<file path="src/rtl/jam_pkg.sv">
// ---------------------------------------------------------------------------
// jam_pkg
// Shared definitions for the exhaustive job-assignment solver (jam_param) and
// its next-permutation engine (jam_nextperm).
//   - default sizing values for the number of workers, cost width, sum width
//     and match-count width
//   - the controller state encoding and the permutation engine phase encoding
//   - CLOG2, an index-width helper that never returns less than one bit
// ---------------------------------------------------------------------------
package jam_pkg;

  localparam int DEF_N   = 8;
  localparam int DEF_CW  = 7;
  localparam int DEF_SW  = 10;
  localparam int DEF_MCW = 16;

  typedef enum logic [2:0] {
    ST_IDLE,
    ST_SUM,
    ST_JUDGE,
    ST_PIVOT,
    ST_SWAP,
    ST_REVERSE,
    ST_DONE
  } jam_state_e;

  typedef enum logic [1:0] {
    NP_IDLE,
    NP_SWAP,
    NP_REV
  } np_phase_e;

  // Ceiling log2. A one-bit minimum is returned so that an index port always
  // has a legal width, even for a degenerate single-entry range.
  function automatic int CLOG2(input int value);
    int result;
    result = 0;
    while ((1 << result) < value) begin
      result = result + 1;
    end
    if (result < 1) begin
      result = 1;
    end
    return result;
  endfunction

endpackage

</file>
<file path="src/rtl/jam_nextperm.sv">
// ---------------------------------------------------------------------------
// jam_nextperm
// Owns the permutation register array and steps it to its lexicographic
// successor on request.
//
// Ports
//   clk_i    rising-edge clock
//   rst_i    asynchronous active-high reset, loads the identity permutation
//   init_i   synchronous reload of the identity permutation
//   start_i  request one successor step (only honoured when idle)
//   done_o   high during the final cycle of a step; the array holds the
//            successor from the following edge on
//   last_o   the current permutation is fully descending (no successor)
//   perm_o   flattened array, entry i at bits [i*IW +: IW]
//
// A step takes three cycles: the pivot/successor indices are captured, the
// two entries are swapped, then the suffix after the pivot is reversed.
// ---------------------------------------------------------------------------
module jam_nextperm
  import jam_pkg::*;
#(
  parameter int N  = DEF_N,
  parameter int IW = CLOG2(N)
) (
  input  logic            clk_i,
  input  logic            rst_i,
  input  logic            init_i,
  input  logic            start_i,
  output logic            done_o,
  output logic            last_o,
  output logic [N*IW-1:0] perm_o
);

  np_phase_e     phase_q, phase_d;
  logic [IW-1:0] perm_q [N];
  logic [IW-1:0] perm_d [N];
  logic [IW-1:0] k_q, k_d;
  logic [IW-1:0] l_q, l_d;
  logic [IW-1:0] pivotIdx;
  logic [IW-1:0] succIdx;
  logic          pivotFound;

  // Pivot search: the rightmost position whose entry is smaller than its
  // right-hand neighbour. The ascending scan lets later hits overwrite
  // earlier ones. No hit at all means the array is fully descending, which is
  // the last permutation in lexicographic order.
  always_comb begin
    pivotFound = 1'b0;
    pivotIdx   = '0;
    for (int i = 0; i < N - 1; i++) begin
      if (perm_q[i] < perm_q[i+1]) begin
        pivotFound = 1'b1;
        pivotIdx   = IW'(i);
      end
    end
  end

  // Successor search: the rightmost entry beyond the pivot that is larger
  // than the pivot entry. Because the suffix is descending this is also the
  // smallest such larger entry, which is what keeps the order lexicographic.
  always_comb begin
    succIdx = '0;
    for (int i = 0; i < N; i++) begin
      if ((IW'(i) > pivotIdx) && (perm_q[i] > perm_q[pivotIdx])) begin
        succIdx = IW'(i);
      end
    end
  end

  // Step sequencer. The indices are frozen in k/l at request time so that the
  // swap and the reversal both refer to the same pivot even though the array
  // changes underneath the combinational search between phases. The reversal
  // mirrors positions k+1..N-1 in a single cycle.
  always_comb begin
    phase_d = phase_q;
    k_d     = k_q;
    l_d     = l_q;
    for (int i = 0; i < N; i++) begin
      perm_d[i] = perm_q[i];
    end
    if (init_i) begin
      phase_d = NP_IDLE;
      for (int i = 0; i < N; i++) begin
        perm_d[i] = IW'(i);
      end
    end else begin
      case (phase_q)
        NP_IDLE: begin
          if (start_i) begin
            k_d     = pivotIdx;
            l_d     = succIdx;
            phase_d = NP_SWAP;
          end
        end
        NP_SWAP: begin
          perm_d[k_q] = perm_q[l_q];
          perm_d[l_q] = perm_q[k_q];
          phase_d     = NP_REV;
        end
        NP_REV: begin
          for (int i = 0; i < N; i++) begin
            if (i > int'(k_q)) begin
              perm_d[i] = perm_q[IW'(N + int'(k_q) - i)];
            end
          end
          phase_d = NP_IDLE;
        end
        default: begin
          phase_d = NP_IDLE;
        end
      endcase
    end
  end

  // State register; reset leaves the identity permutation in place so the
  // first run can start summing straight away.
  always_ff @(posedge clk_i or posedge rst_i) begin
    if (rst_i) begin
      phase_q <= NP_IDLE;
      k_q     <= '0;
      l_q     <= '0;
      for (int i = 0; i < N; i++) begin
        perm_q[i] <= IW'(i);
      end
    end else begin
      phase_q <= phase_d;
      k_q     <= k_d;
      l_q     <= l_d;
      for (int i = 0; i < N; i++) begin
        perm_q[i] <= perm_d[i];
      end
    end
  end

  // Flatten the array for the parent and expose the handshake flags.
  always_comb begin
    perm_o = '0;
    for (int i = 0; i < N; i++) begin
      perm_o[i*IW +: IW] = perm_q[i];
    end
    done_o = (phase_q == NP_REV);
    last_o = !pivotFound;
  end

endmodule

</file>
<file path="src/rtl/jam_param.sv">
// ---------------------------------------------------------------------------
// jam_param
// Exhaustive solver for the N x N assignment problem. Every permutation of
// jobs over workers is visited in lexicographic order; for each one the cost
// table is read one (worker, job) pair per cycle and the total compared with
// the best seen so far. The result is the best total, how many permutations
// reach it, and the first (lexicographically smallest) optimal assignment.
//
// Ports
//   CLK        rising-edge clock
//   RST        asynchronous active-high reset
//   Start      one-cycle run request, honoured only when not Busy
//   Mode       0 = minimise, 1 = maximise; captured with Start
//   W, J       registered worker/job index presented to the external table
//   Cost       table entry for (W, J), sampled at the end of the cycle
//   Busy       run in progress
//   MinCost    best total found (minimum or maximum depending on Mode)
//   MatchCount number of permutations reaching MinCost, saturating
//   BestJob    job of worker i at bits [i*IW +: IW] for the first optimum
//   Valid      results final; held until the next accepted Start or RST
// ---------------------------------------------------------------------------
module jam_param
  import jam_pkg::*;
#(
  parameter int N     = DEF_N,
  parameter int IW    = CLOG2(N),
  parameter int CW    = DEF_CW,
  parameter int SW    = DEF_SW,
  parameter int MCW   = DEF_MCW,
  parameter int PRUNE = 1
) (
  input  logic            CLK,
  input  logic            RST,
  input  logic            Start,
  input  logic            Mode,
  output logic [IW-1:0]   W,
  output logic [IW-1:0]   J,
  input  logic [CW-1:0]   Cost,
  output logic            Busy,
  output logic [SW-1:0]   MinCost,
  output logic [MCW-1:0]  MatchCount,
  output logic [N*IW-1:0] BestJob,
  output logic            Valid
);

  jam_state_e      state_q, state_d;
  logic [IW-1:0]   w_q, w_d;
  logic [IW-1:0]   j_q, j_d;
  logic [SW-1:0]   sum_q, sum_d;
  logic            mode_q, mode_d;
  logic            have_q, have_d;
  logic [SW-1:0]   minCost_q, minCost_d;
  logic [MCW-1:0]  matchCount_q, matchCount_d;
  logic [N*IW-1:0] bestJob_q, bestJob_d;
  logic            busy_q, busy_d;
  logic            valid_q, valid_d;

  logic            npInit;
  logic            npStart;
  logic            npDone;
  logic            npLast;
  logic [N*IW-1:0] permFlat;
  logic [IW-1:0]   permAt [N];

  logic [SW-1:0]   sumNext;
  logic [IW-1:0]   wNext;
  logic            pruneHit;
  logic            better;
  logic            tie;

  jam_nextperm #(
    .N  (N),
    .IW (IW)
  ) u_nextperm (
    .clk_i   (CLK),
    .rst_i   (RST),
    .init_i  (npInit),
    .start_i (npStart),
    .done_o  (npDone),
    .last_o  (npLast),
    .perm_o  (permFlat)
  );

  // Unpack the permutation so the job for the next worker can be selected by
  // index when the next table address is registered.
  always_comb begin
    for (int i = 0; i < N; i++) begin
      permAt[i] = permFlat[i*IW +: IW];
    end
  end

  // Controller next-state logic.
  // SUM registers the next table address each cycle while the current Cost is
  // folded into the partial sum. In minimise mode a permutation is abandoned
  // as soon as its partial sum is strictly above the recorded best; ties keep
  // going so they are still counted. The last permutation is never abandoned
  // so that the run always finishes through JUDGE, which is where Valid is
  // raised. On leaving REVERSE the first job is read straight from the array:
  // position 0 is only ever touched by the swap, never by the reversal, so it
  // already holds its final value during the REVERSE cycle.
  always_comb begin
    state_d      = state_q;
    w_d          = w_q;
    j_d          = j_q;
    sum_d        = sum_q;
    mode_d       = mode_q;
    have_d       = have_q;
    minCost_d    = minCost_q;
    matchCount_d = matchCount_q;
    bestJob_d    = bestJob_q;
    busy_d       = busy_q;
    valid_d      = valid_q;
    npInit       = 1'b0;
    npStart      = 1'b0;
    sumNext      = sum_q + SW'(Cost);
    wNext        = w_q + IW'(1);
    pruneHit     = (PRUNE != 0) && !mode_q && have_q && !npLast && (sumNext > minCost_q);
    better       = mode_q ? (sum_q > minCost_q) : (sum_q < minCost_q);
    tie          = (sum_q == minCost_q);

    case (state_q)
      ST_IDLE, ST_DONE: begin
        if (Start) begin
          state_d = ST_SUM;
          npInit  = 1'b1;
          mode_d  = Mode;
          have_d  = 1'b0;
          busy_d  = 1'b1;
          valid_d = 1'b0;
          w_d     = '0;
          j_d     = '0;
          sum_d   = '0;
        end
      end
      ST_SUM: begin
        sum_d = sumNext;
        if (pruneHit) begin
          state_d = ST_PIVOT;
        end else if (w_q == IW'(N - 1)) begin
          state_d = ST_JUDGE;
        end else begin
          w_d = wNext;
          j_d = permAt[wNext];
        end
      end
      ST_JUDGE: begin
        if (!have_q || better) begin
          minCost_d    = sum_q;
          matchCount_d = MCW'(1);
          bestJob_d    = permFlat;
          have_d       = 1'b1;
        end else if (tie && (matchCount_q != '1)) begin
          matchCount_d = matchCount_q + MCW'(1);
        end
        if (npLast) begin
          state_d = ST_DONE;
          busy_d  = 1'b0;
          valid_d = 1'b1;
        end else begin
          state_d = ST_PIVOT;
        end
      end
      ST_PIVOT: begin
        npStart = 1'b1;
        state_d = ST_SWAP;
      end
      ST_SWAP: begin
        state_d = ST_REVERSE;
      end
      ST_REVERSE: begin
        if (npDone) begin
          state_d = ST_SUM;
          w_d     = '0;
          j_d     = permAt[0];
          sum_d   = '0;
        end
      end
      default: begin
        state_d = ST_IDLE;
      end
    endcase
  end

  // Controller and result registers. Reset returns everything to the idle
  // values and nothing moves again until the next Start is accepted.
  always_ff @(posedge CLK or posedge RST) begin
    if (RST) begin
      state_q      <= ST_IDLE;
      w_q          <= '0;
      j_q          <= '0;
      sum_q        <= '0;
      mode_q       <= 1'b0;
      have_q       <= 1'b0;
      minCost_q    <= '0;
      matchCount_q <= '0;
      bestJob_q    <= '0;
      busy_q       <= 1'b0;
      valid_q      <= 1'b0;
    end else begin
      state_q      <= state_d;
      w_q          <= w_d;
      j_q          <= j_d;
      sum_q        <= sum_d;
      mode_q       <= mode_d;
      have_q       <= have_d;
      minCost_q    <= minCost_d;
      matchCount_q <= matchCount_d;
      bestJob_q    <= bestJob_d;
      busy_q       <= busy_d;
      valid_q      <= valid_d;
    end
  end

  assign W          = w_q;
  assign J          = j_q;
  assign Busy       = busy_q;
  assign MinCost    = minCost_q;
  assign MatchCount = matchCount_q;
  assign BestJob    = bestJob_q;
  assign Valid      = valid_q;

endmodule

</file>
<file path="config.mk">
export PLATFORM = sky130hd
export DESIGN_NAME = jam_param
export DESIGN_NICKNAME = d
export VERILOG_FILES = /design/src/rtl/jam_pkg.sv /design/src/rtl/jam_nextperm.sv /design/src/rtl/jam_param.sv
export SDC_FILE = /design/constraint.sdc
export NUM_CORES = 1
export LEC_CHECK = 0
export BUFFER_PORTS_ARGS = -buffer_cell sky130_fd_sc_hd__buf_2
export CAP_MARGIN = 20
export CORE_ASPECT_RATIO = 0.6
export CORE_MARGIN = 2
export CORE_UTILIZATION = 50
export CTS_CLUSTER_SIZE = 16
export DETAILED_ROUTE_END_ITERATION = 8
export GPL_TIMING_DRIVEN = 0
export PLACE_DENSITY = 0.83
export SLEW_MARGIN = 20
export SYNTH_ARGS = -nofsm -noshare
export SYNTH_HDL_FRONTEND = slang
export SYNTH_SLANG_ARGS = --single-unit
</file>
<file path="constraint.sdc">
create_clock -name CLK -period 3.9 [get_ports CLK]
set_clock_uncertainty 0.1 [all_clocks]
set_input_delay 0.78 -clock CLK [delete_from_list [all_inputs] [get_ports CLK]]
set_output_delay 0.78 -clock CLK [all_outputs]
set_load 0.01 [all_outputs]
</file>
## Word-level counts from Yosys, hierarchy flattened

Index checks and enable logic that the tools add are counted.

- Register bits: 105
- Bits of input ports: 11
- Output and inout bits: 58
- Word-level logic and storage cells: 259

- $add $sub $neg: 11
- Order comparisons: 44
- Equal/unequal tests: 26
- Muxes and demuxes: 104
- Bitwise logic cells: 12
- Reduce and logical (&&, ||, !) cells: 40

Operators with widths:

| kind | count |
|---|---|
| two-way mux 3 bit | 51 |
| binary-select mux 3 bit (select 3 bit) | 11 |
| bitwise mux 24 bit | 2 |
| case mux 21 bit (2 select lines) | 1 |
| two-way mux 16 bit | 2 |
| case mux 10 bit (3 select lines) | 1 |
| >= comparator 3 x 4 -> 1 bit, second input constant | 7 |
| > comparator 3 bit, first input constant | 8 |
| two-way mux 24 bit | 1 |
| > comparator 3 bit | 7 |
| less-than comparator 3 bit | 7 |
| inequality test 3 x 2 -> 1 bit, second input constant | 7 |
| NOT 3 bit | 7 |
| > comparator 10 bit | 2 |
| two-way mux 10 bit | 2 |
| AND reduction 2 bit | 10 |
| demux 3 bit (select 3 bit) | 2 |
| two-way mux 1 bit | 18 |
| case mux 3 bit (3 select lines) | 2 |
| case mux 3 bit (6 select lines) | 1 |
| adder 16 x 1 -> 16 bit, second input constant | 1 |
| >= comparator 4 bit, second input constant | 4 |
| inequality test 16 bit, second input constant | 1 |
| NOT 3 -> 4 bit | 4 |
| other kinds (32) | 78 |

## Longest topological paths before layout

- Word-level depth: 20
- Gate-level depth with buffers: 21
- Gate-level depth less buffers: 20

## By module

From an unflattened synthesis, not the netlist that was laid out.

- Cell total of the unflattened synthesis: 885
- Area, all modules: 8,573.2 µm²

Modules (own cells, without submodules):

| module | instances | cells each | area an instance (µm²) | seq. area each (µm²) |
|---|---|---|---|---|
| jam_nextperm | 1 | 487 | 4,292.9 | 815.8 |
| jam_param | 1 | 398 | 4,280.4 | 1,826.8 |

## Worst setup path after synthesis

Ideal clock, no wire load.

- Path type: input port to flip-flop
- From: input Cost[0]
- To: register j_q[0], in the netlist J[0]
- Library setup time: 0.125 ns
- Arrival: 3.931 ns
- Data required time: 3.675 ns
- Setup slack: -0.256 ns
- Stages on the path: 18
- Cell sequence: ha_1 > inv_1 > fa_1 > inv_1 > a21oi_1 > o21ai_0 > a21oi_1 > o21ai_0 > a21o_1 > nand2_1 > xnor2_1 > ha_1 > nand3_1 > o21bai_1 > a2111oi_2 > nor2_1 > o21ai_2 > mux2_2

- Longest elaborated chain between the ends: 5

Ends and longest elaborated chain:

| what | RTL line | source |
|---|---|---|
| start: declaration | jam_param.sv:38 | `input logic [CW-1:0] Cost,` |
| adder 10 x 7 -> 10 bit | jam_param.sv:115 | `sumNext = sum_q + SW'(Cost);` |
| > comparator 10 bit | jam_param.sv:117 | `pruneHit = (PRUNE != 0) && !mode_q && have_q && !npLast && (sumNext > minCost_q);` |
| logical AND 1 bit | jam_param.sv:117 |  |
| inequality test 2 bit (no source line) | -- |  |
| AND reduction 5 bit (no source line) | -- |  |
| end signal: assignment | jam_param.sv:202 | `j_q <= j_d;` |
| end: declaration | jam_param.sv:48 | `logic [IW-1:0] j_q, j_d;` |

Every way passes these cells.
A chain may end at the register's enable or synchronous reset.

## Worst setup path in the final report

- From: register u_nextperm.perm_q (netlist bit u_nextperm.perm_o[14])
- To: register u_nextperm.l_q[0]

- Longest elaborated chain between the ends: 18

Ends and longest elaborated chain:

| what | RTL line | source |
|---|---|---|
| start: declaration | jam_nextperm.sv:35 | `logic [IW-1:0] perm_q [N];` |
| start signal: indexed assignment | jam_nextperm.sv:123 | `perm_q[i] <= IW'(i);` |
| start signal: indexed assignment | jam_nextperm.sv:130 | `perm_q[i] <= perm_d[i];` |
| less-than comparator 3 bit | jam_nextperm.sv:51 | `if (perm_q[i] < perm_q[i+1]) begin` |
| two-way mux 2 bit | jam_nextperm.sv:51 |  |
| two-way mux 3 bit (3 in a row) | jam_nextperm.sv:51 |  |
| NOT 3 -> 4 bit | -- |  |
| binary-select mux 3 bit (select 3 bit) | -- |  |
| two-way mux 3 bit (not written as such) (2 in a row) | jam_nextperm.sv:64 | `if ((IW'(i) > pivotIdx) && (perm_q[i] > perm_q[pivotIdx])) begin` |
| > comparator 3 bit | jam_nextperm.sv:64 |  |
| logical AND 1 bit | jam_nextperm.sv:64 |  |
| two-way mux 1 bit | jam_nextperm.sv:64 |  |
| two-way mux 2 bit (2 in a row) | jam_nextperm.sv:64 |  |
| two-way mux 3 bit (3 in a row) | jam_nextperm.sv:64 |  |
| two-way mux 3 bit * | jam_nextperm.sv:64 |  |
| end signal: assignment | jam_nextperm.sv:128 | `l_q <= l_d;` |
| end: declaration | jam_nextperm.sv:38 | `logic [IW-1:0] l_q, l_d;` |

Every way passes the cells marked *; elsewhere a longest branch is shown, timed or not. The select of a mux whose other input is x is not followed.

==> key figures <==
Placed design
  – Number of buffers added on ports: 68
  – Detailed placer's ending HPWL: 20600 µm
  – Count of placed standard cells including taps: 1149
  – Routability congestion estimate: 1.01

Synth
  – Main combinational cell family by area after synthesis: compound AO/OA/AOI/OAI gates
  – Fraction of the yosys area taken by sequential cells: 32.2%
  – Synth Instances: 871
  – Synthesized flop and latch total: 105
  – Yosys warning total: 0
  – Mapped Area: 0.00822 mm²
  – Fraction of synthesized area in multiplexers: 16.1%
  – Proportion of register bits with asynchronous set or reset after synthesis: 100%
  – Number of library cell types mapped by synthesis: 68
  – Adder and majority gate portion of the synthesized area: 10.8%
  – Mean instance size in the synthesized netlist: 9.43 µm²
  – Most used DFF post-synth: sky130_fd_sc_hd__dfrtp_1
  – Post-synthesis share of cell area spent on and, or, nand and nor gates: 13.3%
  – Net count after synthesis: 950
  – Share of the synthesized area in compound gates (AO/OA/AOI/OAI): 19.7%
  – Synthesized-area fraction occupied by xor and xnor cells: 2.77%
  – Number of enable-type register cells in the synthesized netlist: 0

Final layout
  – Area of the multi-input gates: 0.00562 mm²
  – Final design utilization: 62.0%
  – Total inserted antenna cells: 0
  – Layout area overhead: 22.1%
  – Most used cells in the layout excluding fill and tap cells: 91 x sky130_fd_sc_hd__dfrtp_1, 70 x sky130_fd_sc_hd__buf_2, 69 x sky130_fd_sc_hd__nand2_1
  – Share of post-route cells with drive strength above 1: 28.8%
  – Commonest non-fill, non-tap cell in the layout: sky130_fd_sc_hd__dfrtp_1
  – Nets@finish: 1068
  – FF/Latch Area: 0.00265 mm²
  – Final instance count without filler cells: 1203
  – Number of fill cells: 1272

STA
  – Worst Hold Margin: 0.285 ns
  – Maximum achievable frequency: 245 MHz
  – Unrepaired setup endpoints after global routing: yes
  – Worst relative slew slack: 23.0%
  – Share of the clock period used by the worst path after layout: 105%
  – Final worst path period need: 4.09 ns
  – Slew of the pin with the lowest slew margin: 1.14 ns
  – Setup WS post-layout: -0.187 ns
  – Final setup violation count: 1
  – Final count of pins violating max slew: 0
  – Number of hold violations in the final report: 0

CTS
  – Longest Clk Path Bufs: 2
  – Worst-skew pair later-pin latency: 0.37 ns
  – Clock root buffer: sky130_fd_sc_hd__clkbuf_16
  – TritonCTS clock tree: built
  – TritonCTS Buffers: 9
  – Clock slew at the register clock pins of the worst setup and hold paths: 0.09 ns
  – Clock tree sinks: 105
  – Number of levels in the clock H-tree: 3

Floorplanning
  – Effective utilization at floorplan: 50.8%
  – Placement row count: 36
  – Number of primary I/O pins: 69
  – Height of the die: 103 µm
  – Die ar.: 0.0175 mm²
  – Area of the placeable core: 0.0162 mm²
  – Die W: 169 µm

Global routing
  – Largest net degree at the start of global routing: 74
  – GR Util All Layers: 33.7%
  – First-pass GRT wire length: 44100 µm
  – Initial antenna violation count: 0
  – Via count of the first global-routing pass: 7439
  – Remaining Overflow, GRT: 0

Route
  – Via count: 8078
  – Drt first pass iters: 6
  – DRT antenna net count: 0
  – Detailed-route wire length: 29800 µm
  – Average wire per cell in the routed design: 24.8 µm
  – Drt initial violations: 963
  – DRC errors left: 0
  – Vias/cell: 6.71

Worst setup path
  – Data required time at the worst endpoint: 4.10 ns
  – Data arrival time at the worst-slack endpoint: 4.29 ns
  – Critical path startpoint category: flip-flop
  – Setup crit end kind: flip-flop
  – Critical path class: flip-flop to flip-flop
  – Worst-path maximum fanout: 6

Worst hold path
  – Type of the most critical hold path: input pin to async pin

Flow run
  – Max-Cap Viols: 0

Status
  – Outcome: finished, violations left
  – Violations in the final reports: setup timing
sequential cells by signal, summed over array words and instances (netlist names), 2 cells and up:
name,count
u_nextperm.l_q,3
u_nextperm.perm_o,24
W,3
sum_q,10
BestJob,24
u_nextperm.phase_q,2
MatchCount,16
u_nextperm.k_q,3
state_q,3
MinCost,10
J,3
cells by family (layout without fill, tap and decap cells):
kind of cell	count (synthesis)	after routing
muxes	89	89
and+or+nand+nor	233	233
AOI/OAI and AO/OA	236	236
DFF	105	105
xor gates and xnor gates	26	26
adders and majority gates	71	71
buffers and inverters	111	234
Yosys cell counts (8+ instances only):
| cell | number | area share (%) |
|---|---|---|
| sky130_fd_sc_hd__nand2_1 | 72 | 3.3 |
| sky130_fd_sc_hd__nor2_1 | 69 | 3.2 |
| sky130_fd_sc_hd__dfrtp_1 | 93 | 28 |
| sky130_fd_sc_hd__a221oi_1 | 15 | 1.6 |
| sky130_fd_sc_hd__mux2_2 | 29 | 4.0 |
| sky130_fd_sc_hd__a22o_1 | 8 | 0.85 |
| sky130_fd_sc_hd__xor2_1 | 11 | 1.2 |
| sky130_fd_sc_hd__clkbuf_1 | 44 | 2.0 |
| sky130_fd_sc_hd__and3_1 | 15 | 1.1 |
| sky130_fd_sc_hd__ha_1 | 67 | 10 |
| sky130_fd_sc_hd__mux2i_1 | 30 | 3.7 |
| sky130_fd_sc_hd__a21oi_1 | 54 | 3.3 |
| sky130_fd_sc_hd__o221ai_1 | 9 | 0.96 |
| sky130_fd_sc_hd__nand3_1 | 18 | 1.1 |
| sky130_fd_sc_hd__xnor2_1 | 15 | 1.6 |
| sky130_fd_sc_hd__inv_1 | 57 | 2.6 |
| sky130_fd_sc_hd__o21a_1 | 16 | 1.5 |
| sky130_fd_sc_hd__nor2b_1 | 15 | 1.1 |
| sky130_fd_sc_hd__dfstp_2 | 12 | 3.8 |
| sky130_fd_sc_hd__nand2b_1 | 9 | 0.69 |
| sky130_fd_sc_hd__mux4_2 | 25 | 6.9 |
| sky130_fd_sc_hd__nor3_1 | 9 | 0.55 |
| sky130_fd_sc_hd__a21o_1 | 11 | 1.0 |
| sky130_fd_sc_hd__nand4_1 | 8 | 0.61 |
| sky130_fd_sc_hd__o21ai_0 | 51 | 3.1 |
| sky130_fd_sc_hd__a22oi_1 | 15 | 1.4 |
critical path, stage by stage (launching register included):
cell and delay (ns):
sky130_fd_sc_hd__dfstp_4 0.69, sky130_fd_sc_hd__clkinvlp_4 0.14, sky130_fd_sc_hd__ha_4 0.32, sky130_fd_sc_hd__nand2_4 0.06
sky130_fd_sc_hd__o21ai_4 0.21, sky130_fd_sc_hd__nand2_4 0.11, sky130_fd_sc_hd__a21oi_1 0.22, sky130_fd_sc_hd__o22ai_1 0.12
sky130_fd_sc_hd__nand2_1 0.09, sky130_fd_sc_hd__o221ai_2 0.11, sky130_fd_sc_hd__mux2i_4 0.24, sky130_fd_sc_hd__buf_6 0.18
sky130_fd_sc_hd__ha_1 0.27, sky130_fd_sc_hd__nand3_1 0.12, sky130_fd_sc_hd__mux2i_1 0.10, sky130_fd_sc_hd__a211oi_2 0.33
sky130_fd_sc_hd__nor2_1 0.07, sky130_fd_sc_hd__a221o_1 0.39, sky130_fd_sc_hd__a21oi_2 0.14
layout make-up:
type | count | share of cell area (%)
Buffer | 52 | 2.68
Multi-Input combinational cell | 655 | 56.0
Clock inverter | 7 | 0.886
Inverter | 58 | 2.30
Sequential cell | 105 | 26.5
Tap cell | 209 | 2.61
Clock buffer | 9 | 2.25
Timing Repair Buffer | 108 | 6.80
layer usage:
layer	track usage (%)	part of all wire [%]
met4	6.84	2.3
met5	1.09	0
met2	44.2	38
met3	14.6	16
met1	50.7	43
per-stage QoR:
step	TNS, ns	instance area, µm²	worst slack, ns
2_1_floorplan	-0.0341	8310	-0.0341
3_3_place_gp	-104.35	8910	-1.06
3_5_place_dp	-11.26	8940	-1.08
4_1_cts	-0.171	9570	-0.122
5_1_grt	-0.741	10000	-0.313
6_report	-0.187	10000	-0.187
worst paths after layout:
| path | start | to | slack (ns) | cells past startpoint |
|---|---|---|---|---|
| setup / recovery | u_nextperm.perm_o[14]$_DFFE_PP1P_ | u_nextperm.l_q[0]$_DFFE_PP0P_ | -0.19 | 18 |
| hold / removal | RST | BestJob[15]$_DFFE_PP0P_ | 0.29 | 2 |
| setup reg to reg | u_nextperm.perm_o[14]$_DFFE_PP1P_ | u_nextperm.l_q[0]$_DFFE_PP0P_ | -0.19 | 18 |
| hold reg to reg | BestJob[18]$_DFFE_PP0P_ | BestJob[18]$_DFFE_PP0P_ | 0.41 | 1 |
| max in group asynchronous | RST | u_nextperm.perm_o[17]$_DFFE_PP1P_ | 2.70 | 3 |
| min in group CLK | BestJob[18]$_DFFE_PP0P_ | BestJob[18]$_DFFE_PP0P_ | 0.41 | 1 |
repair_timing:
item | 4_1_cts | 5_1_grt
buffers inserted | 17 | 22
resized for setup | 49 | 62
endpoints found under the setup margin | 21 | 18
pin swaps | 15 | 38
hold buffers | 0 | 0
Power is not shown: default switching activity piles up to over one toggle a cycle in this logic, so the estimate is an artifact.
